[src/rtl/ex_div_seq.sv]
// Execute-stage sequencer: runs a radix-2 restoring divider, stalls ID while it
// works, and shares the single register-file write port with the ALU result path.
module ex_div_seq #(
    parameter int WORD  = 32,
    parameter int W_RD  = 5,
    parameter int W_CNT = 6
) (
    input  logic              clk,
    input  logic              rst,
    input  logic              v_i,
    input  logic              div_i,
    input  logic              signed_i,
    input  logic              rem_i,
    input  logic              halt_i,
    input  logic [WORD-1:0]   src_i,
    input  logic [WORD-1:0]   dest_i,
    input  logic              wb_i,
    input  logic [W_RD-1:0]   wb_rd_name_i,
    input  logic [WORD-1:0]   alu_data_i,
    output logic              stall_o,
    output logic              busy_o,
    output logic              dz_o,
    output logic              wb_o,
    output logic [W_RD-1:0]   wb_rd_name_o,
    output logic [WORD-1:0]   wb_rd_data_o
);

    typedef enum logic [1:0] {S_IDLE, S_DIV, S_DONE, S_HALT} state_t;

    state_t            state_reg, state_next;
    logic [W_CNT-1:0]  cnt_reg;
    logic [WORD-1:0]   rem_reg, quo_reg, dvsr_reg, dvnd_reg;
    logic [W_RD-1:0]   cap_rd_reg;
    logic              cap_wb_reg, rem_sel_reg, q_neg_reg, r_neg_reg;

    logic              wb_reg, busy_reg, dz_reg;
    logic [W_RD-1:0]   wb_rd_name_reg;
    logic [WORD-1:0]   wb_rd_data_reg;

    logic              wb_next, busy_next, dz_next, stall_int, accept;
    logic [W_RD-1:0]   wb_rd_name_next;
    logic [WORD-1:0]   wb_rd_data_next;

    logic [WORD-1:0]   dest_mag, src_mag, rem_step, quo_step;
    logic [WORD-1:0]   q_fin, r_fin, result;
    logic [WORD:0]     partial, diff;
    logic              no_borrow, div_zero;

    assign accept   = (state_reg == S_IDLE) & v_i & div_i & ~halt_i;
    assign dest_mag = (signed_i & dest_i[WORD-1]) ? -dest_i : dest_i;
    assign src_mag  = (signed_i & src_i[WORD-1])  ? -src_i  : src_i;

    // One restoring step: shift the next dividend bit into the partial remainder
    // and keep the subtraction only when it does not borrow.
    assign partial   = {rem_reg, quo_reg[WORD-1]};
    assign diff      = partial - {1'b0, dvsr_reg};
    assign no_borrow = ~diff[WORD];
    assign rem_step  = no_borrow ? diff[WORD-1:0] : partial[WORD-1:0];
    assign quo_step  = {quo_reg[WORD-2:0], no_borrow};

    // The divide-by-zero result is fixed, so the iterated values are simply overridden.
    assign div_zero = (dvsr_reg == '0);
    assign q_fin    = q_neg_reg ? -quo_reg : quo_reg;
    assign r_fin    = r_neg_reg ? -rem_reg : rem_reg;
    assign result   = div_zero ? (rem_sel_reg ? dvnd_reg : '1)
                               : (rem_sel_reg ? r_fin : q_fin);

    always_ff @(posedge clk or negedge rst) begin
        if (!rst) begin
            state_reg <= S_IDLE;
        end else begin
            state_reg <= state_next;
        end
    end

    always_comb begin
        state_next = state_reg;
        case (state_reg)
            S_IDLE: begin
                if (v_i & halt_i)     state_next = S_HALT;
                else if (v_i & div_i) state_next = S_DIV;
            end
            S_DIV:   if (cnt_reg == '0) state_next = S_DONE;
            S_DONE:  state_next = S_IDLE;
            S_HALT:  state_next = S_HALT;
            default: state_next = S_IDLE;
        endcase
    end

    always_comb begin
        stall_int       = 1'b0;
        wb_next         = 1'b0;
        wb_rd_name_next = wb_rd_name_reg;
        wb_rd_data_next = wb_rd_data_reg;
        dz_next         = dz_reg;
        case (state_reg)
            S_IDLE: begin
                stall_int = v_i & (halt_i | div_i);
                if (v_i & ~halt_i & ~div_i & wb_i) begin
                    wb_next         = 1'b1;
                    wb_rd_name_next = wb_rd_name_i;
                    wb_rd_data_next = alu_data_i;
                end
            end
            S_DIV: stall_int = 1'b1;
            S_DONE: begin
                dz_next = div_zero;
                if (cap_wb_reg) begin
                    wb_next         = 1'b1;
                    wb_rd_name_next = cap_rd_reg;
                    wb_rd_data_next = result;
                end
            end
            S_HALT:  stall_int = 1'b1;
            default: stall_int = 1'b0;
        endcase
    end

    assign busy_next = (state_next == S_DIV) | (state_next == S_DONE);

    always_ff @(posedge clk or negedge rst) begin
        if (!rst) begin
            cnt_reg        <= '0;
            rem_reg        <= '0;
            quo_reg        <= '0;
            dvsr_reg       <= '0;
            dvnd_reg       <= '0;
            cap_rd_reg     <= '0;
            cap_wb_reg     <= 1'b0;
            rem_sel_reg    <= 1'b0;
            q_neg_reg      <= 1'b0;
            r_neg_reg      <= 1'b0;
            wb_reg         <= 1'b0;
            wb_rd_name_reg <= '0;
            wb_rd_data_reg <= '0;
            busy_reg       <= 1'b0;
            dz_reg         <= 1'b0;
        end else begin
            wb_reg         <= wb_next;
            wb_rd_name_reg <= wb_rd_name_next;
            wb_rd_data_reg <= wb_rd_data_next;
            busy_reg       <= busy_next;
            dz_reg         <= dz_next;
            if (accept) begin
                cnt_reg     <= W_CNT'(WORD - 1);
                rem_reg     <= '0;
                quo_reg     <= dest_mag;
                dvsr_reg    <= src_mag;
                dvnd_reg    <= dest_i;
                cap_rd_reg  <= wb_rd_name_i;
                cap_wb_reg  <= wb_i;
                rem_sel_reg <= rem_i;
                q_neg_reg   <= signed_i & (dest_i[WORD-1] ^ src_i[WORD-1]);
                r_neg_reg   <= signed_i & dest_i[WORD-1];
            end else if (state_reg == S_DIV) begin
                rem_reg <= rem_step;
                quo_reg <= quo_step;
                cnt_reg <= cnt_reg - 1'b1;
            end
        end
    end

    // ID must also see no stall while the stage is held in reset.
    assign stall_o      = rst & stall_int;
    assign busy_o       = busy_reg;
    assign dz_o         = dz_reg;
    assign wb_o         = wb_reg;
    assign wb_rd_name_o = wb_rd_name_reg;
    assign wb_rd_data_o = wb_rd_data_reg;

endmodule

[config.mk]
export PLATFORM = sky130hd
export DESIGN_NAME = ex_div_seq
export DESIGN_NICKNAME = d
export VERILOG_FILES = /design/src/rtl/ex_div_seq.sv
export SDC_FILE = /design/constraint.sdc
export NUM_CORES = 1
export LEC_CHECK = 0
export CAP_MARGIN = 20
export CORE_MARGIN = 2
export CORE_UTILIZATION = 55
export CTS_CLUSTER_DIAMETER = 30
export DETAILED_ROUTE_END_ITERATION = 12
export DONT_BUFFER_PORTS = 1
export PLACE_DENSITY = 0.82
export SYNTH_ARGS = -nofsm -noshare
export SYNTH_HDL_FRONTEND = slang
export SYNTH_SLANG_ARGS = --single-unit
[constraint.sdc]
create_clock -name clk -period 3.94 [get_ports clk]
set_input_delay 0.591 -clock clk [delete_from_list [all_inputs] [get_ports clk]]
set_output_delay 0.591 -clock clk [all_outputs]
set_load 0.05 [all_outputs]
# --- Yosys cells after proc, flatten, opt, wreduce, memory -nomap -nowiden ---
# Index checks and enable logic that the tools add are counted.
classes:
  n_addsub: 6
  n_eq_ne: 7
  n_mux: 28
  bitwise: 19
  n_reduce_logical: 7
ops:
  columns: ["operator", "n"]
  rows:
  - ["2-to-1 mux 32 bit", 14]
  - ["negation 32 bit", 4]
  - ["case mux 32 bit (2 select lines)", 1]
  - ["subtractor 33 x 32 -> 33 bit", 1]
  - ["logical NOT 32 bit", 1]
  - ["bitwise AND 1 bit", 13]
  - ["2-to-1 mux 6 bit", 2]
  - ["2-to-1 mux 5 bit", 2]
  - ["case mux 5 bit (2 select lines)", 1]
  - ["case mux 2 bit (4 select lines)", 1]
  - ["== test 2 bit, second input constant", 3]
  - ["logical NOT 6 bit", 1]
  - ["2-to-1 mux 2 bit", 3]
  - ["subtractor 6 x 1 -> 6 bit, second input constant", 1]
  - ["== test 2 x 1 -> 1 bit, second input constant", 2]
  - ["case mux 1 bit (2 select lines)", 2]
  - ["nonzero test 2 bit", 2]
  - ["NOT 1 bit", 3]
  - ["AND reduction 3 bit", 1]
  - ["logical NOT 2 bit", 1]
  - ["2-to-1 mux 1 bit", 2]
  - ["inequality test 2 x 1 -> 1 bit, second input constant", 1]
  - ["inequality test 2 bit, second input constant", 1]
  - ["bitwise OR 1 bit", 2]
  - ["2 further kinds", 2]
word_totals:
  ff_bits: 185
  in_bits: 109
  output_inout_bits: 41

# --- Longest topological paths before layout ---
logic_depth:
  depth_word: 6
  mapped_depth: 14
  depth_no_buf: 12

# --- Worst setup path before layout ---
# OpenSTA, ideal clock, no wires.
synth_path:
  kind: "flip-flop to flip-flop"
  startpoint: "register quo_reg[31]"
  endpoint: "register rem_reg[9]"
  setup_ns: 0.135
  arrival_time_ns: 3.105
  t_required_ns: 3.805
  slack_ns: 0.700
  path_stages_with_launch: 14
  path_buffers: 2
  path_cell_list: "dfrtp_1 -> inv_1 -> ha_1 -> fa_1 -> nor2b_1 -> o31ai_1 -> a211oi_1 -> o2111ai_1 -> and2_1 -> a211oi_1 -> clkbuf_1 -> buf_1 -> mux2i_1 -> o22ai_1"
synth_via:
  elab_chain_len: 4
synth_rtl:
  columns: ["element", "line_no", "source"]
  rows:
  - ["start: declaration", "32", "logic [WORD-1:0] rem_reg, quo_reg, dvsr_reg, dvnd_reg;"]
  - ["start signal: assignment", "147", "quo_reg <= dest_mag;"]
  - ["start signal: assignment", "157", "quo_reg <= quo_step;"]
  - ["subtractor 33 x 32 -> 33 bit", "56", "assign diff = partial - {1'b0, dvsr_reg};"]
  - ["2-to-1 mux 32 bit", "58", "assign rem_step = no_borrow ? diff[WORD-1:0] : partial[WORD-1:0];"]
  - ["2-to-1 mux 32 bit", "155", "end else if (state_reg == S_DIV) begin"]
  - ["2-to-1 mux 32 bit", "144", "if (accept) begin"]
  - ["end signal: assignment", "156", "rem_reg <= rem_step;"]
  - ["end: declaration", "32", null]
# Every way passes these cells. The select of a mux whose other input is x is not followed.
# A chain may end at the register's enable or synchronous reset.

# --- Worst setup path in the final report ---
layout_path:
  startpoint: "register quo_reg[31]"
  endpoint: "register rem_reg[27]"
# The elaborated chain is that of the path after synthesis.

==> results.json <==
{
  "synthesis.nets": 1731,
  "antenna_found_initial": 0,
  "via_per_inst": 6.232,
  "rows": 55,
  "die_x_microns": 154.8,
  "antennaDiodeCount": 0,
  "portBuffers": 0,
  "wl_microns": 33910,
  "path_max_fanout": 56,
  "cts_made_buffers": 17,
  "report.final.slew_viol_count": 0,
  "initial_core_util_pct": 55.61,
  "fill_cells": 1981,
  "cts-root-buf": "clkbuf_16",
  "cts.sinks": 185,
  "nets": 1687,
  "setup_tns_ns": 0,
  "cp-end-kind": "flip-flop",
  "ant_nets": 0,
  "core_sq_um": 22500,
  "track_usage_pct": 28.41,
  "r2r_end": "rem_reg[27]",
  "synth_seq_area_share_pct": 36.99,
  "dp_hpwl_microns": 24340,
  "wl_per_cell_microns": 18.46,
  "rsz0062_at_grt": "false",
  "worstReg2RegStart": "quo_reg[31]",
  "synth-async-reset-ratio_pct": 100.0,
  "ff_latch_area_sq_um": 4629,
  "area_growth_pct": 6.699,
  "cpMaxStageDelayCell": "dfrtp_1",
  "fin_hold_ws_ns": -0.1761,
  "h-tree-depth": 4,
  "syn-cell-area_sq_um": 12510,
  "grtUsageMet2_pct": 46.19,
  "crit_type": "reg2reg",
  "met1_usage_pct": 37.32,
  "ys_top_cells_by_area": "dfrtp_1 (37%), nand2_1 (9.4%), o21ai_0 (7.7%)",
  "final_area_sq_um": 13350,
  "critPathMaxStageDelay_ns": 0.49,
  "hold_class": "in2async",
  "grt_max_degree": 187,
  "setup_violations": 0,
  "slew_headroom_pct": 37.57,
  "ios": 150,
  "vias": 11449,
  "drive_gt1_share_pct": 4.639,
  "ir_drop_v": 0.0005900,
  "arrival_ns": 3.88,
  "insertion_delay_ns": 0.45,
  "drt_first_pass_iters": 6,
  "fin_crit_sh_pct": 89.42,
  "postCtsResizedCells": 0,
  "final_hold_viol_count": 185,
  "globalplace.congestion": 0.9174,
  "cts_setup_buffers": 0,
  "status": "finished, violations left",
  "worst_pin_slew_ns": 0.9345,
  "grt_pass1_vias": 11035,
  "ys.flop_type": "dfrtp_1",
  "multi_input_area_sq_um": 7367,
  "critPathLaunchType": "flip-flop",
  "grt_util_met3_pct": 6.641,
  "ys_ff_latch": 185,
  "path_clk_slew_ns": 0.08,
  "ys.warnings.count": 0,
  "drt_iter0_markers": 963,
  "synthCells": 1583,
  "route.detailed.drc": 0,
  "synth_enable_flop_cells": 0,
  "worstPathRequired_ns": 4.30,
  "final_util_pct": 59.34,
  "overflow": 0,
  "die_h_microns": 154.8,
  "synth_cell_types": 58,
  "worstRegToRegCells": 13,
  "grt_pass1_wl_microns": 55150,
  "min_period_ns": 3.523,
  "tritoncts": "done",
  "postPlaceCellArea_sq_um": 12750,
  "violations": "negative hold slack",
  "fmax_mhz": 283.8,
  "reg2reg_slack_ns": 0.42,
  "syn_area_per_cell_sq_um": 7.906,
  "p_leak_nw": 5.740,
  "grt.busiest_layer": "met2",
  "power_density_nw_per_um2": 939.8,
  "fin_skew_ns": 0.01367,
  "maxCapViolCount": 0,
  "die-area_sq_um": 23980,
  "yosysTopAreaCell": "dfrtp_1",
  "p_total_mw": 12.55,
  "path_cells": "inv_1, ha_1, fa_1, nor2b_1, o31ai_1, a211oi_1, buf_4, o2111ai_1, a21boi_0, a211oi_4, buf_12, or2_2, o21ai_0",
  "cts.path.max_buffers": 2,
  "yosysTopAreaCellShare_pct": 36.99
}
placed cells by master, fill, tap and decap left out, types with 17 or more instances in the layout:
| cell type | instances |
|---|---|
| nand2_1 | 312 |
| o21ai_0 | 192 |
| dfrtp_1 | 185 |
| a21oi_1 | 127 |
| nor2_1 | 102 |
| xor2_1 | 84 |
| xnor2_1 | 59 |
| inv_1 | 57 |
| ha_1 | 38 |
| nand3_1 | 37 |
| o31ai_1 | 32 |
| nor3_1 | 29 |
| nor4_1 | 21 |
| a31oi_1 | 20 |
| buf_4 | 18 |
| clkbuf_16 | 17 |
metal layers:
metal | vias up | wire [microns] | share of wire [%]
li1 | 5501 | - | -
met1 | 5373 | 14170 | 42
met5 | - | 0 | 0
met2 | 489 | 15790 | 47
met3 | 86 | 2908 | 8.6
met4 | 0 | 1036 | 3.1
cells in the mapped netlist, types with 13 or more instances:
cell      instances
a31oi_1          20
buf_1            13
nor2_1          102
ha_1             38
a21oi_1         127
or3_1            13
nor4_1           21
nand3_1          37
clkbuf_1         64
inv_1            57
xnor2_1          59
o31ai_1          32
nor2b_1          14
nand2_1         312
xor2_1           84
nor3_1           30
o21ai_0         192
a221oi_1         16
dfrtp_1         185
critical path: cells and delay by family, from the launching register on:
kind,cells,cell delay (ns)
buffers and inverters,3,0.46
flip-flops,1,0.49
adder cells (fa/ha/maj),2,0.61
AND/OR/NAND/NOR,2,0.60
AO/OA/AOI/OAI,6,1.27
area by class of cell:
cell class                 count  share of cell area [%]
multi-input combinational   1256                   55.17
timing repair buffer          20                   1.312
clock inverter                15                   1.331
clock buffer                  17                   3.186
inverter                      59                   1.659
tap                          285                   2.671
sequential                   185                   34.67
logic make-up (layout without fill, tap and decap cells):
group | count (synthesis) | count (layout) | share of synthesized area [%]
adder cells (fa/ha/maj) | 39 | 39 | 3.959
flip-flops | 185 | 185 | 36.99
XOR/XNOR | 143 | 143 | 10.01
AO/OA/AOI/OAI | 475 | 475 | 22.75
AND/OR/NAND/NOR | 588 | 588 | 21.08
multiplexers | 11 | 11 | 0.8799
buffers and inverters | 142 | 111 | 4.339
where the power goes:
| group | switching (mW) | total, mW | internal (mW) | leakage [nW] |
|---|---|---|---|---|
| Combinational | 3.86 | 6.49 | 2.63 | 3.09 |
| Sequential | 1.60 | 4.31 | 2.71 | 2.35 |
| Clock | 0.891 | 1.75 | 0.861 | 0.295 |
through the flow:
step                      std cells  worst slack (ns)
after floorplan                1583            0.7002
after global placement         1805            0.6878
after detailed placement       1805            0.5503
after CTS                      1837            0.4435
after global routing           1837            0.1877
final                          1837            0.4169
how the worst max path moves through the flow:
| stage | start | endpoint | slack (ns) | cells after the start |
|---|---|---|---|---|
| 3_3_place_gp | quo_reg[31] | rem_reg[21] | 0.69 | 13 |
| 2_1_floorplan | quo_reg[31] | rem_reg[9] | 0.70 | 13 |
| 3_5_place_dp | quo_reg[31] | rem_reg[27] | 0.55 | 13 |
| 4_1_cts | quo_reg[31] | rem_reg[27] | 0.44 | 13 |
| 5_1_grt | quo_reg[31] | rem_reg[27] | 0.19 | 13 |
| 6_report | quo_reg[31] | rem_reg[27] | 0.42 | 13 |
Power figures use the tool's default switching activity.
